**src/rtl/uart_rx_buffer.sv**
```systemverilog
// Byte FIFO fed by a UART receiver and drained one byte per debounced press of btnC.
// The head byte, occupancy and status flags are all registered.
module uart_rx_buffer #(
  parameter int unsigned DEPTH           = 16,
  parameter int unsigned DEBOUNCE_CYCLES = 1000000
) (
  input  logic                         clk,
  input  logic                         rst_n,
  input  logic [7:0]                   rx_data,
  input  logic                         rx_valid,
  input  logic                         btnC,
  output logic [7:0]                   led,
  output logic [$clog2(DEPTH+1)-1:0]   count,
  output logic                         full,
  output logic                         empty,
  output logic                         overflow
);

  localparam int unsigned CW = $clog2(DEPTH + 1);
  localparam int unsigned PW = $clog2(DEPTH);
  localparam int unsigned DW = $clog2(DEBOUNCE_CYCLES + 1);

  logic          sync1, sync2;
  logic          vld1, vld2;
  logic          stable;
  logic          armed;
  logic [DW-1:0] db_cnt;
  logic          db_hit_c, pop_c, do_pop_c, do_wr_c;

  logic [7:0]    mem [DEPTH];
  logic [PW-1:0] wr_ptr, rd_ptr, rd_ptr_inc;
  logic [CW-1:0] count_nxt;
  logic [7:0]    head_nxt;

  // Button synchronizer; vld* marks when sync2 holds a real sample after reset
  always_ff @(posedge clk or negedge rst_n) begin
    if (!rst_n) begin
      sync1 <= 1'b0;
      sync2 <= 1'b0;
      vld1  <= 1'b0;
      vld2  <= 1'b0;
    end else begin
      sync1 <= btnC;
      sync2 <= sync1;
      vld1  <= 1'b1;
      vld2  <= vld1;
    end
  end

  assign db_hit_c = (sync2 != stable) && (db_cnt == DW'(DEBOUNCE_CYCLES - 1));
  // A press only counts once the button has been seen released since reset
  assign pop_c    = db_hit_c && sync2 && armed;

  always_ff @(posedge clk or negedge rst_n) begin
    if (!rst_n) begin
      stable <= 1'b0;
      db_cnt <= '0;
      armed  <= 1'b0;
    end else begin
      if (sync2 == stable) begin
        db_cnt <= '0;
      end else if (db_hit_c) begin
        stable <= sync2;
        db_cnt <= '0;
      end else begin
        db_cnt <= db_cnt + DW'(1);
      end
      if (vld2 && !sync2 && !stable) armed <= 1'b1;
    end
  end

  assign do_pop_c   = pop_c && !empty;
  assign do_wr_c    = rx_valid && (!full || do_pop_c);
  assign rd_ptr_inc = rd_ptr + PW'(1);

  // Next occupancy and next head byte, so led tracks the edge that changes the FIFO
  always_comb begin
    count_nxt = count;
    head_nxt  = led;
    if (do_wr_c && !do_pop_c)      count_nxt = count + CW'(1);
    else if (do_pop_c && !do_wr_c) count_nxt = count - CW'(1);

    if (do_pop_c && count == CW'(1)) head_nxt = do_wr_c ? rx_data : 8'h00;
    else if (do_pop_c)               head_nxt = mem[rd_ptr_inc];
    else if (do_wr_c && empty)       head_nxt = rx_data;
  end

  always_ff @(posedge clk) begin
    if (do_wr_c) mem[wr_ptr] <= rx_data;
  end

  always_ff @(posedge clk or negedge rst_n) begin
    if (!rst_n) begin
      wr_ptr   <= '0;
      rd_ptr   <= '0;
      count    <= '0;
      full     <= 1'b0;
      empty    <= 1'b1;
      led      <= 8'h00;
      overflow <= 1'b0;
    end else begin
      if (do_wr_c)  wr_ptr <= wr_ptr + PW'(1);
      if (do_pop_c) rd_ptr <= rd_ptr_inc;
      count    <= count_nxt;
      full     <= (count_nxt == CW'(DEPTH));
      empty    <= (count_nxt == '0);
      led      <= head_nxt;
      if (rx_valid && full && !do_pop_c) overflow <= 1'b1;
    end
  end

endmodule

```
**config.mk**
```make
export PLATFORM = sky130hd
export DESIGN_NAME = uart_rx_buffer
export DESIGN_NICKNAME = d
export VERILOG_FILES = /design/src/rtl/uart_rx_buffer.sv
export SDC_FILE = /design/constraint.sdc
export NUM_CORES = 1
export LEC_CHECK = 0
export CAP_MARGIN = 40
export CORE_ASPECT_RATIO = 1.1
export CORE_MARGIN = 4
export CORE_UTILIZATION = 41
export DETAILED_ROUTE_END_ITERATION = 12
export GPL_TIMING_DRIVEN = 0
export HOLD_SLACK_MARGIN = 0.05
export PLACE_DENSITY = 0.66
export SLEW_MARGIN = 20
export SYNTH_ARGS = -nofsm -noshare
export SYNTH_HDL_FRONTEND = slang
export SYNTH_SLANG_ARGS = --single-unit
```
**constraint.sdc**
```tcl
create_clock -name clk -period 6.8 [get_ports clk]
set_input_delay 0.68 -clock clk [delete_from_list [all_inputs] [get_ports clk]]
set_output_delay 0.68 -clock clk [all_outputs]
set_load 0.02 [all_outputs]
```
==> impl.org <==
** Synth
- During synthesis, Yosys emitted a total of 0 warnings.
- Commonest cells post-synth :: sky130_fd_sc_hd__edfxtp_1 (128), sky130_fd_sc_hd__dfrtp_1 (49), sky130_fd_sc_hd__nor2_1 (36), sky130_fd_sc_hd__nand2_1 (33), sky130_fd_sc_hd__mux4_2 (32)
- The most common cell in the synthesized netlist is sky130_fd_sc_hd__edfxtp_1.
- The synthesized netlist contains 55 unique library cells.
- Summed over its instances, the top area cell type makes up 50.6% of the synthesized netlist area.
- Avg Inst Size Synth :: 15.9 um2
- Top cells by area, synth :: sky130_fd_sc_hd__edfxtp_1 (51%), sky130_fd_sc_hd__dfrtp_1 (16%), sky130_fd_sc_hd__mux4_2 (9.5%), sky130_fd_sc_hd__xnor2_1 (1.8%), sky130_fd_sc_hd__nor2_1 (1.8%)
- Seq cells post-synth :: 178
- Counting every instance in the synthesized netlist gives 478.
- Post-Syn Nets :: 499
- Area leader, netlist :: sky130_fd_sc_hd__edfxtp_1
- Fraction of registers with async set/reset :: 28.1%
- Main flop type after synthesis :: sky130_fd_sc_hd__edfxtp_1
- Counting flops with a built-in enable in the synthesized netlist gives 128.
- After synthesis, flip-flops and latches occupy 67.1% of the total area.
- The mapped netlist covers 7590 um2.

** Final layout
- Non-Filler Cell Area, Final :: 8780 um2
- The number of antenna diodes in the final layout is 0.
- Total Nets Final :: 547
- In the final layout, flip-flops and latches occupy 5100 um2.
- Ratio of cells with drive above 1 in the final layout :: 18.0%
- After filler insertion, the fill cell instance count of the layout stands at 1,498.
- Layout overhead on the synthesized area :: 15.6%
- In the final layout, the multi-input gates occupy 2370 um2.

** Timing
- Slew Limit Headroom :: 43.6%
- Setup violations remaining at the end of the flow were counted as 0.
- The max-slew violation count was 0.
- Setup repair after global routing left no endpoint under its margin.
- Clock period minus worst slack :: 3380 ps
- Hold is met by 302 ps.
- At the pin with the least slew margin, the transition time is 839 ps.
- Clock Skew :: 16.1 ps
- Highest Clock Rate :: 0.296 GHz
- Share of the clock period used by the worst path :: 49.7%
- Accumulated negative setup slack :: 0 ps
- Hold violation total from the final report :: 0

** Worst hold path
- The min-delay analysis places its worst path in the category input pin to async pin.

** Route
- In the final routed layout, each cell accounts on average for 19.1 um.
- Antenna Nets Post-Route :: 0
- Via density per instance :: 5.29
- For this block, the routed nets add up to 14,800 um of wire.
- After detailed routing, the number of remaining DRC violations is 0.
- The first detailed-routing pass ran for 4 iterations.
- Violation count after the first detailed-route iteration :: 230
- Overall via count from detail_route :: 4,111

** GRT
- Across every metal layer, demand over resource in global routing totals 15.5%.
- Entering global routing, the biggest net connects 30 pins.
- The via count of the first global-routing pass was 4,197.
- The first global-routing pass estimated 23,500 um of wire.
- Antenna violations before repair :: 0
- Overflow left after global routing :: 0

** Power
- Internal power component :: 2070 uW
- Net switching power figure :: 775 uW
- Power share of the clock group :: 34.3%
- Sw Share :: 27.2%
- Worst-case vdd ir drop :: 187 uV
- Per report_power, the sequential group accounts for 48.8% of the total.
- The share of total power dissipated in combinational logic is 17.0%.
- Total leakage power :: 0.00308 uW
- Overall power consumption after layout is estimated at 2850 uW.
- Dividing total power by cell area gives a power density of 324 nW/um2.

** Floorplan
- Height of the die :: 151 um
- Initial cell density of the core :: 42.3%
- Core box area :: 17,900 um2
- Die footprint :: 20,800 um2
- Number of placement rows :: 51
- Die width :: 138 um
- I/O pin count :: 28

** Worst setup path
- Top fanout value on the critical path :: 10
- The worst setup path is launched from a flop.
- Critical path class :: flop to flop
- In this run the worst setup path begins at db_cnt[0].
- The worst setup path is captured at a flop.
- Worst setup path endpoint :: mem[5][1]
- At the worst endpoint, the arrival time is 3440 ps.
- Worst path required time :: 6860 ps
- In this run the register-to-register setup slack is 3420 ps.
- Reg-to-Reg End :: mem[5][1]
- Worst R2R Path Depth :: 8
- Launch instance of the worst register-to-register path :: db_cnt[0]

** CTS
- Clock latency on the worst-skew pair, taken at its later pin, is 430 ps.
- The number of setup buffers added after CTS is 0.
- # clock sinks :: 178
- Buffers inserted to repair hold after CTS numbered 0.
- PostCTS Resize Cnt :: 0
- The clock tree synthesis step divided the H-tree into 4 levels.
- Maximum buffer depth of the clock tree :: 2
- TritonCTS built the clock tree.
- Clock buffers created by TritonCTS :: 17
- The cell sitting at the root of the clock tree is a sky130_fd_sc_hd__clkbuf_16.
- After clock tree synthesis, the clock-pin slew on the worst setup and hold paths is 70 ps.

** Placed design
- Port-buffer cells :: 27
- The wire-length estimate of the detail-placed layout is 10,000 um.
- Placed cell areas :: 8190 um2
- Routability-driven placement finished with a final weighted congestion of 0.805.

** Run
- Max-cap violations in this run came to 0.

** Status
- Status :: complete, no violations
[routing by layer]
layer	part of all wire (%)	global-route usage [%]	wire length, um	up-vias
li1	-	-	-	1937
met1	45	20.7	6680	2061
met2	49	24.7	7250	90
met3	4.4	3.61	652	23
met4	1.7	6.18	255	0
met5	0	0	0	-
[stage by stage]
stage               std cells  worst slack [ps]  util (%)
global placement          743              3520      45.5
detailed placement        745              3370      45.6
CTS                       777              3370      48.9
finish                    777              3420      48.9
global route              777              3180      48.9
floorplan                 478              4170         -
[critical path, stage by stage (launching register included)]
cell	delay, ps
sky130_fd_sc_hd__dfrtp_1	390
sky130_fd_sc_hd__ha_1	210
sky130_fd_sc_hd__nand3_1	280
sky130_fd_sc_hd__nor4_2	720
sky130_fd_sc_hd__nand2_2	160
sky130_fd_sc_hd__a21boi_2	320
sky130_fd_sc_hd__buf_6	190
sky130_fd_sc_hd__nand2_4	80
sky130_fd_sc_hd__nor3b_2	670
[worst min-delay path by stage]
stage	start	endpoint	slack (ps)	cells after the start
after floorplan	sync1	sync2	330	0
after global placement	vld1	vld2	340	0
after detailed placement	sync1	sync2	340	0
after CTS	rst_n	full	310	1
after global routing	rst_n	vld1	340	1
final	rst_n	count[3]	300	1
[cell usage in the layout (no fill, tap or decap), types with 7 or more instances in the layout]
master | Yosys | final
sky130_fd_sc_hd__xnor2_1 | 16 | 16
sky130_fd_sc_hd__clkdlybuf4s50_1 | 0 | 26
sky130_fd_sc_hd__ha_1 | 9 | 9
sky130_fd_sc_hd__mux4_2 | 32 | 32
sky130_fd_sc_hd__nand2_1 | 33 | 33
sky130_fd_sc_hd__nor2b_1 | 11 | 11
sky130_fd_sc_hd__mux2i_1 | 9 | 9
sky130_fd_sc_hd__and3_1 | 7 | 7
sky130_fd_sc_hd__edfxtp_1 | 128 | 128
sky130_fd_sc_hd__dfrtp_1 | 49 | 49
sky130_fd_sc_hd__xor2_1 | 11 | 11
sky130_fd_sc_hd__clkbuf_1 | 9 | 10
sky130_fd_sc_hd__nor2_1 | 36 | 36
sky130_fd_sc_hd__a211oi_1 | 10 | 10
sky130_fd_sc_hd__clkbuf_16 | 0 | 17
sky130_fd_sc_hd__nand3_1 | 10 | 10
sky130_fd_sc_hd__a21oi_1 | 14 | 14
sky130_fd_sc_hd__a31oi_1 | 8 | 8
[final cells by class]
type / instances / share of cell area [%]
Multi-Input combinational cell: 275 / 27.0
Tap cell: 238 / 3.39
Inverter: 6 / 0.257
Timing Repair Buffer: 29 / 3.38
Clock inverter: 13 / 1.70
Sequential cell: 178 / 58.1
Buffer: 19 / 1.14
Clock buffer: 19 / 5.05
[logic make-up (layout without fill, tap and decap cells)]
logic type / after synthesis / count (layout) / synth area share (%)
XOR/XNOR: 27 / 27 / 3.12
adder cells (fa/ha/maj): 9 / 9 / 1.48
buffers and inverters: 25 / 86 / 1.62
AND/OR/NAND/NOR: 145 / 145 / 11.1
flip-flops: 178 / 178 / 67.1
multiplexers: 45 / 45 / 11.3
AO/OA/AOI/OAI: 48 / 48 / 4.24
other: 1 / 1 / 0.0494
[power by group through the flow]
stage	clock [uW]	sequential, uW	combinational, uW
floorplan	0	1430	251
global placement	0	1400	475
detailed placement	0	1410	488
CTS	990	1390	490
global route	1040	1400	533
finish	975	1390	484
[flip-flops by register name (all words and copies together) (netlist names), 4 cells and up]
| signal | cells |
|---|---|
| mem | 128 |
| db_cnt | 20 |
| led | 8 |
| count | 5 |
| rd_ptr | 4 |
| wr_ptr | 4 |
Power figures use the tool's default switching activity.
==> RTL change 1 (same flow settings) <==
Put one more register stage on the output `led`, cleared by the reset. The value now appears one clock later. The other outputs are not delayed to match.
--- a/src/rtl/uart_rx_buffer.sv
+++ b/src/rtl/uart_rx_buffer.sv
@@ -19,6 +19,8 @@
   localparam int unsigned CW = $clog2(DEPTH + 1);
   localparam int unsigned PW = $clog2(DEPTH);
   localparam int unsigned DW = $clog2(DEBOUNCE_CYCLES + 1);
+
+  logic [7:0] led_s0;
 
   logic          sync1, sync2;
   logic          vld1, vld2;
@@ -76,7 +78,7 @@
   // Next occupancy and next head byte, so led tracks the edge that changes the FIFO
   always_comb begin
     count_nxt = count;
-    head_nxt  = led;
+    head_nxt  = led_s0;
     if (do_wr_c && !do_pop_c)      count_nxt = count + CW'(1);
     else if (do_pop_c && !do_wr_c) count_nxt = count - CW'(1);
 
@@ -96,7 +98,7 @@
       count    <= '0;
       full     <= 1'b0;
       empty    <= 1'b1;
-      led      <= 8'h00;
+      led_s0   <= 8'h00;
       overflow <= 1'b0;
     end else begin
       if (do_wr_c)  wr_ptr <= wr_ptr + PW'(1);
@@ -104,8 +106,16 @@
       count    <= count_nxt;
       full     <= (count_nxt == CW'(DEPTH));
       empty    <= (count_nxt == '0);
-      led      <= head_nxt;
+      led_s0   <= head_nxt;
       if (rx_valid && full && !do_pop_c) overflow <= 1'b1;
+    end
+  end
+
+  always_ff @(posedge clk or negedge rst_n) begin
+    if (!rst_n) begin
+      led <= '0;
+    end else begin
+      led <= led_s0;
     end
   end
 
Function: changed (a bounded check fails within 4 cycles, from zero or initial values and one cycle with rst_n low).
==> RTL change 1 against the unedited design <==
First-iteration DRC count increased by 13%. Setup slack worse by 0.13 ns. Sequential cell count grew 8. Critical path type unchanged. Wire length rose by 3.3%. Synthesized area is 1.5% higher. Power rose by 4.3%. Cell area rose by 2.2%. Clock skew shrank 0.0025 ns. Die area up 1.4%.
==> RTL change 1: results (changes against the unedited design) <==
number of diodes 0 (unchanged); GRT Overall Usage 15.3% (-0.26 points); largest cells by area after synthesis edfxtp_1 (50%), dfrtp_1 (19%), mux4_2 (9.4%), xnor2_1 (2.3%), nor2_1 (2.0%); critical path's top delay family simple AND/OR/NAND/NOR gates; WP data arrival 3.58 ns (+0.14 ns); DP Cell Count 766 (+2.8%); Synth Area in Compound Gates 4.45% (+0.21 points); post-synthesis sequential area ratio 68.7% (+1.6 points); Fillers 1517 (+1.3%); number of instances resized during post-cts repair 0 (unchanged); library cells used by synthesis 51 (-7.3%); drt via density 5.34 (+0.92%); CTS H-Tree Depth 4 (unchanged); Max-slew headroom 45.7% (+2.1 points); Max Root-Sink Buffers 2 (unchanged); Critical-path top delay cell nor3b_2; Seq group 1.44 mW (+4%); Routed wire per std cell 19.2 um (+0.54%); Synth Warn # 0 (unchanged); syn_nets 515 (+3.2%); Post-Route WL 15300 um (+3.3%); CTS Buf Count 17 (unchanged); drt first-iter violations 260 (+13%); worst min path class primary input to async pin; adder-cell share of the synthesized area 1.46% (-0.022 points); max incr delay on CP 0.66 ns (-0.06 ns); Reg clk slew, reported paths roughly 0.080 ns; crit-path max FO 10 (unchanged); ys async rst share 31.2% (+3.1 points); list of most frequent post-synthesis cells edfxtp_1 (128), dfrtp_1 (57), nor2_1 (42), mux4_2 (32), a21oi_1 (31); clk_skew 0.0136 ns (-0.00250 ns); Sw Share 29.6% (+2.4 points); syn_area_per_cell 15.6 sq um (-1.8%); first drt pass iteration count 4 (unchanged); LEAKAGE 3.15 nW (+2.5%); clock root buffer clkbuf_16; Final #Nets 563 (+2.9%); IO buf count 27 (unchanged); largest net degree at the start of global routing 59 (+97%); Worst VDD drop 0.184 mV (-1.5%); Post-CTS Setup Bufs 0 (unchanged); initial antenna violation count 0 (unchanged); layout cells sized above 1 15.7% (-2.3 points); Largest regs mem x128, db_cnt x20; vias in the first global route 4348 (+3.6%); HPWL after DPL 10500 um (+4.2%); GP Congestion 0.833 (+3.5%); Clk network pwr share 35.7% (+1.4 points); Post-synth EDFFs 128 (unchanged); global-route wire length before repair 24400 um (+3.6%); Post-Synth XOR/XNOR Area 3.07% (-0.047 points); post-synthesis mux area share 10.7% (-0.61 points); status finished, final reports clean; clk_lat worst skew about 0.44 ns
[RTL change 1: final timing paths]
path                                startpoint               endpoint  slack [ns]  depth (start not counted)
setup reg to reg           db_cnt[6]$_DFF_PN0_    mem[6][3]$_DFFE_PP_        3.29                          8
setup / recovery           db_cnt[6]$_DFF_PN0_    mem[6][3]$_DFFE_PP_        3.29                          8
hold / removal                           rst_n        sync1$_DFF_PN0_        0.31                          1
max in group asynchronous                rst_n  wr_ptr[0]$_DFFE_PN0P_        6.02                          1
hold reg to reg                 vld1$_DFF_PN0_         vld2$_DFF_PN0_        0.37                          0
min in group clk                vld1$_DFF_PN0_         vld2$_DFF_PN0_        0.37                          0
[RTL change 1: stage by stage]
stage          utilization [%]  worst slack (ns)  instance area, sq um  total power [mW]
2_1_floorplan                -              3.52                  7710              1.73
3_3_place_gp              45.0              2.92                  8280              1.91
3_5_place_dp              45.2              3.31                  8310              1.94
4_1_cts                   48.7              3.27                  8970              3.00
5_1_grt                   48.7              3.14                  8970              3.10
6_report                  48.7              3.29                  8970              2.97
[RTL change 1: kinds of logic after synthesis]
family,Yosys count
multiplexers,42
AND/OR/NAND/NOR,143
adder cells (fa/ha/maj),9
AO/OA/AOI/OAI,56
other,1
buffers and inverters,30
XOR/XNOR,27
flip-flops,186
[RTL change 1: layer usage]
metal	share of wire, %	wire length (um)	global-route usage [%]	vias up
li1	-	-	-	1967
met1	43	6660	20.1	2161
met2	50	7730	25.9	116
met3	4.5	688	2.70	17
met4	1.6	238	5.23	0
met5	0	0	0	-
[RTL change 1: cell type report]
type                       instances  area share, %
sequential                       186           59.0
timing repair buffer              29           3.17
inverter                           9          0.377
tap                              243           3.39
clock inverter                    15           2.58
buffer                            21           1.07
clock buffer                      17           4.74
multi-input combinational        278           25.6
==> RTL change 2 (same flow settings) <==
Made on the original files. Change the parameter `DEBOUNCE_CYCLES` from 1000000 to 2000000.
--- a/src/rtl/uart_rx_buffer.sv
+++ b/src/rtl/uart_rx_buffer.sv
@@ -2,7 +2,7 @@
 // The head byte, occupancy and status flags are all registered.
 module uart_rx_buffer #(
   parameter int unsigned DEPTH           = 16,
-  parameter int unsigned DEBOUNCE_CYCLES = 1000000
+  parameter int unsigned DEBOUNCE_CYCLES = 2000000
 ) (
   input  logic                         clk,
   input  logic                         rst_n,
Formal check against the unedited RTL: no difference found for any inputs over 10 cycles, from zero or initial values and one cycle with rst_n low; that may be too few to reach the edited logic, so the function may still have changed.
==> RTL change 2 against the unedited design <==
First-iteration DRC count up 50%. Sequential cell count up 1. Non-clock buffer count up 5. Via count up 4.5%. Largest cell class unchanged. Synthesized area down 1.7%. Cell count up 0.64%. Setup slack worse by 0.26 ns. Sequential share of layout area up 0.61 points. Cell area down 0.56%. Sequential power about the same. Wire length up 3.6%. Critical path type unchanged. Power up 1.8%. Global-route usage up 0.59 points. Utilization up 0.077 points.
==> RTL change 2: results (changes against the unedited design) <==
status finished, final reports clean; Worst VDD drop 0.196 mV (+5.1%); drt via density 5.49 (+3.8%); HPWL after DPL 9820 um (-2.1%); adder-cell share of the synthesized area 1.51% (+0.026 points); global-route wire length before repair 24500 um (+4.1%); Final #Nets 552 (+0.91%); ys async rst share 28.5% (+0.40 points); post-synthesis mux area share 11.7% (+0.41 points); max incr delay on CP 0.70 ns (-0.02 ns); drt first-iter violations 344 (+50%); largest net degree at the start of global routing 52 (+73%); post-synthesis sequential area ratio 68.6% (+1.5 points); dpl cell area 8060 sq um (-1.5%); Post-Synth XOR/XNOR Area 3.40% (+0.29 points); r2r worst-path depth 6 (-2); syn_nets 500 (+0.20%); crit-path max FO 8 (-2); Post-Route WL 15400 um (+3.6%); GP Congestion 0.822 (+2.1%); largest cells by area after synthesis edfxtp_1 (52%), dfrtp_1 (17%), mux4_2 (9.7%), nor2_1 (2.5%), nand2_1 (2.1%); Synth Area in Compound Gates 3.40% (-0.83 points); Critical-path top delay cell nor2_1; GRT Overall Usage 16.1% (+0.59 points); Largest regs mem x128, db_cnt x21, led x8; first drt pass iteration count 5 (+1); Fillers 1466 (-2.1%); worst reg2reg endpoint mem[7][0]$_DFFE_PP_; list of most frequent post-synthesis cells edfxtp_1 (128), dfrtp_1 (50), nor2_1 (49), nand2_1 (42), mux4_2 (32); FF-to-FF Start db_cnt[8]$_DFF_PN0_; Worst R2R Setup Slack 3.16 ns (-0.26 ns)
## RTL change 2: changes by cell type after synthesis, moves of 5 or more
cell	change
and3_1	-5
and4_1	-5
clkbuf_1	+6
mux2i_1	+5
nand2_1	+9
nor2_1	+13
nor3_1	+6
## RTL change 2: final cells by class
class | count | area share (%)
sequential | 179 | 58.7
multi-input combinational | 274 | 25.9
clock buffer | 18 | 4.92
timing repair buffer | 33 | 3.67
tap | 238 | 3.41
clock inverter | 14 | 2.28
buffer | 20 | 0.889
inverter | 6 | 0.258
## RTL change 2: how the worst max path moves through the flow
| stage | from | endpoint | slack (ns) | cells past startpoint |
|---|---|---|---|---|
| after floorplan | db_cnt[8]$_DFF_PN0_ | mem[3][0]$_DFFE_PP_ | 3.86 | 6 |
| after global placement | rx_valid | mem[3][5]$_DFFE_PP_ | 2.90 | 5 |
| after detailed placement | rx_valid | mem[11][1]$_DFFE_PP_ | 3.18 | 5 |
| after CTS | db_cnt[8]$_DFF_PN0_ | mem[11][6]$_DFFE_PP_ | 3.19 | 6 |
| after global routing | db_cnt[8]$_DFF_PN0_ | mem[7][6]$_DFFE_PP_ | 2.88 | 6 |
| final | db_cnt[8]$_DFF_PN0_ | mem[7][0]$_DFFE_PP_ | 3.16 | 6 |
## RTL change 2: where the power goes
group	leakage (nW)	total [mW]	switching (mW)	internal (mW)
sequential	1.80	1.39	0.0760	1.31
clock	0.308	1.05	0.426	0.622
combinational	0.933	0.464	0.275	0.189
## RTL change 2: metal layers
metal / GRT usage (%) / up-vias / routed length (um)
met5: 0 / - / 0
met4: 4.28 / 0 / 212
met3: 3.80 / 23 / 886
met2: 25.6 / 122 / 7480
met1: 22.4 / 2234 / 6800
li1: - / 1916 / -
## RTL change 2: stage by stage
stage          utilization [%]  setup slack [ns]
6_report                  49.0              3.16
5_1_grt                   49.0              2.88
3_3_place_gp              45.1              2.90
3_5_place_dp              45.3              3.18
2_1_floorplan                -              3.86
4_1_cts                   48.8              3.19
## RTL change 2: kinds of logic (layout without fill, tap and decap cells)
| kind of cell | Yosys count | count (layout) |
|---|---|---|
| AO/OA/AOI/OAI | 40 | 40 |
| XOR/XNOR | 29 | 29 |
| adder cells (fa/ha/maj) | 9 | 9 |
| buffers and inverters | 26 | 91 |
| flip-flops | 179 | 179 |
| multiplexers | 47 | 47 |
| other | 1 | 1 |
| AND/OR/NAND/NOR | 148 | 148 |
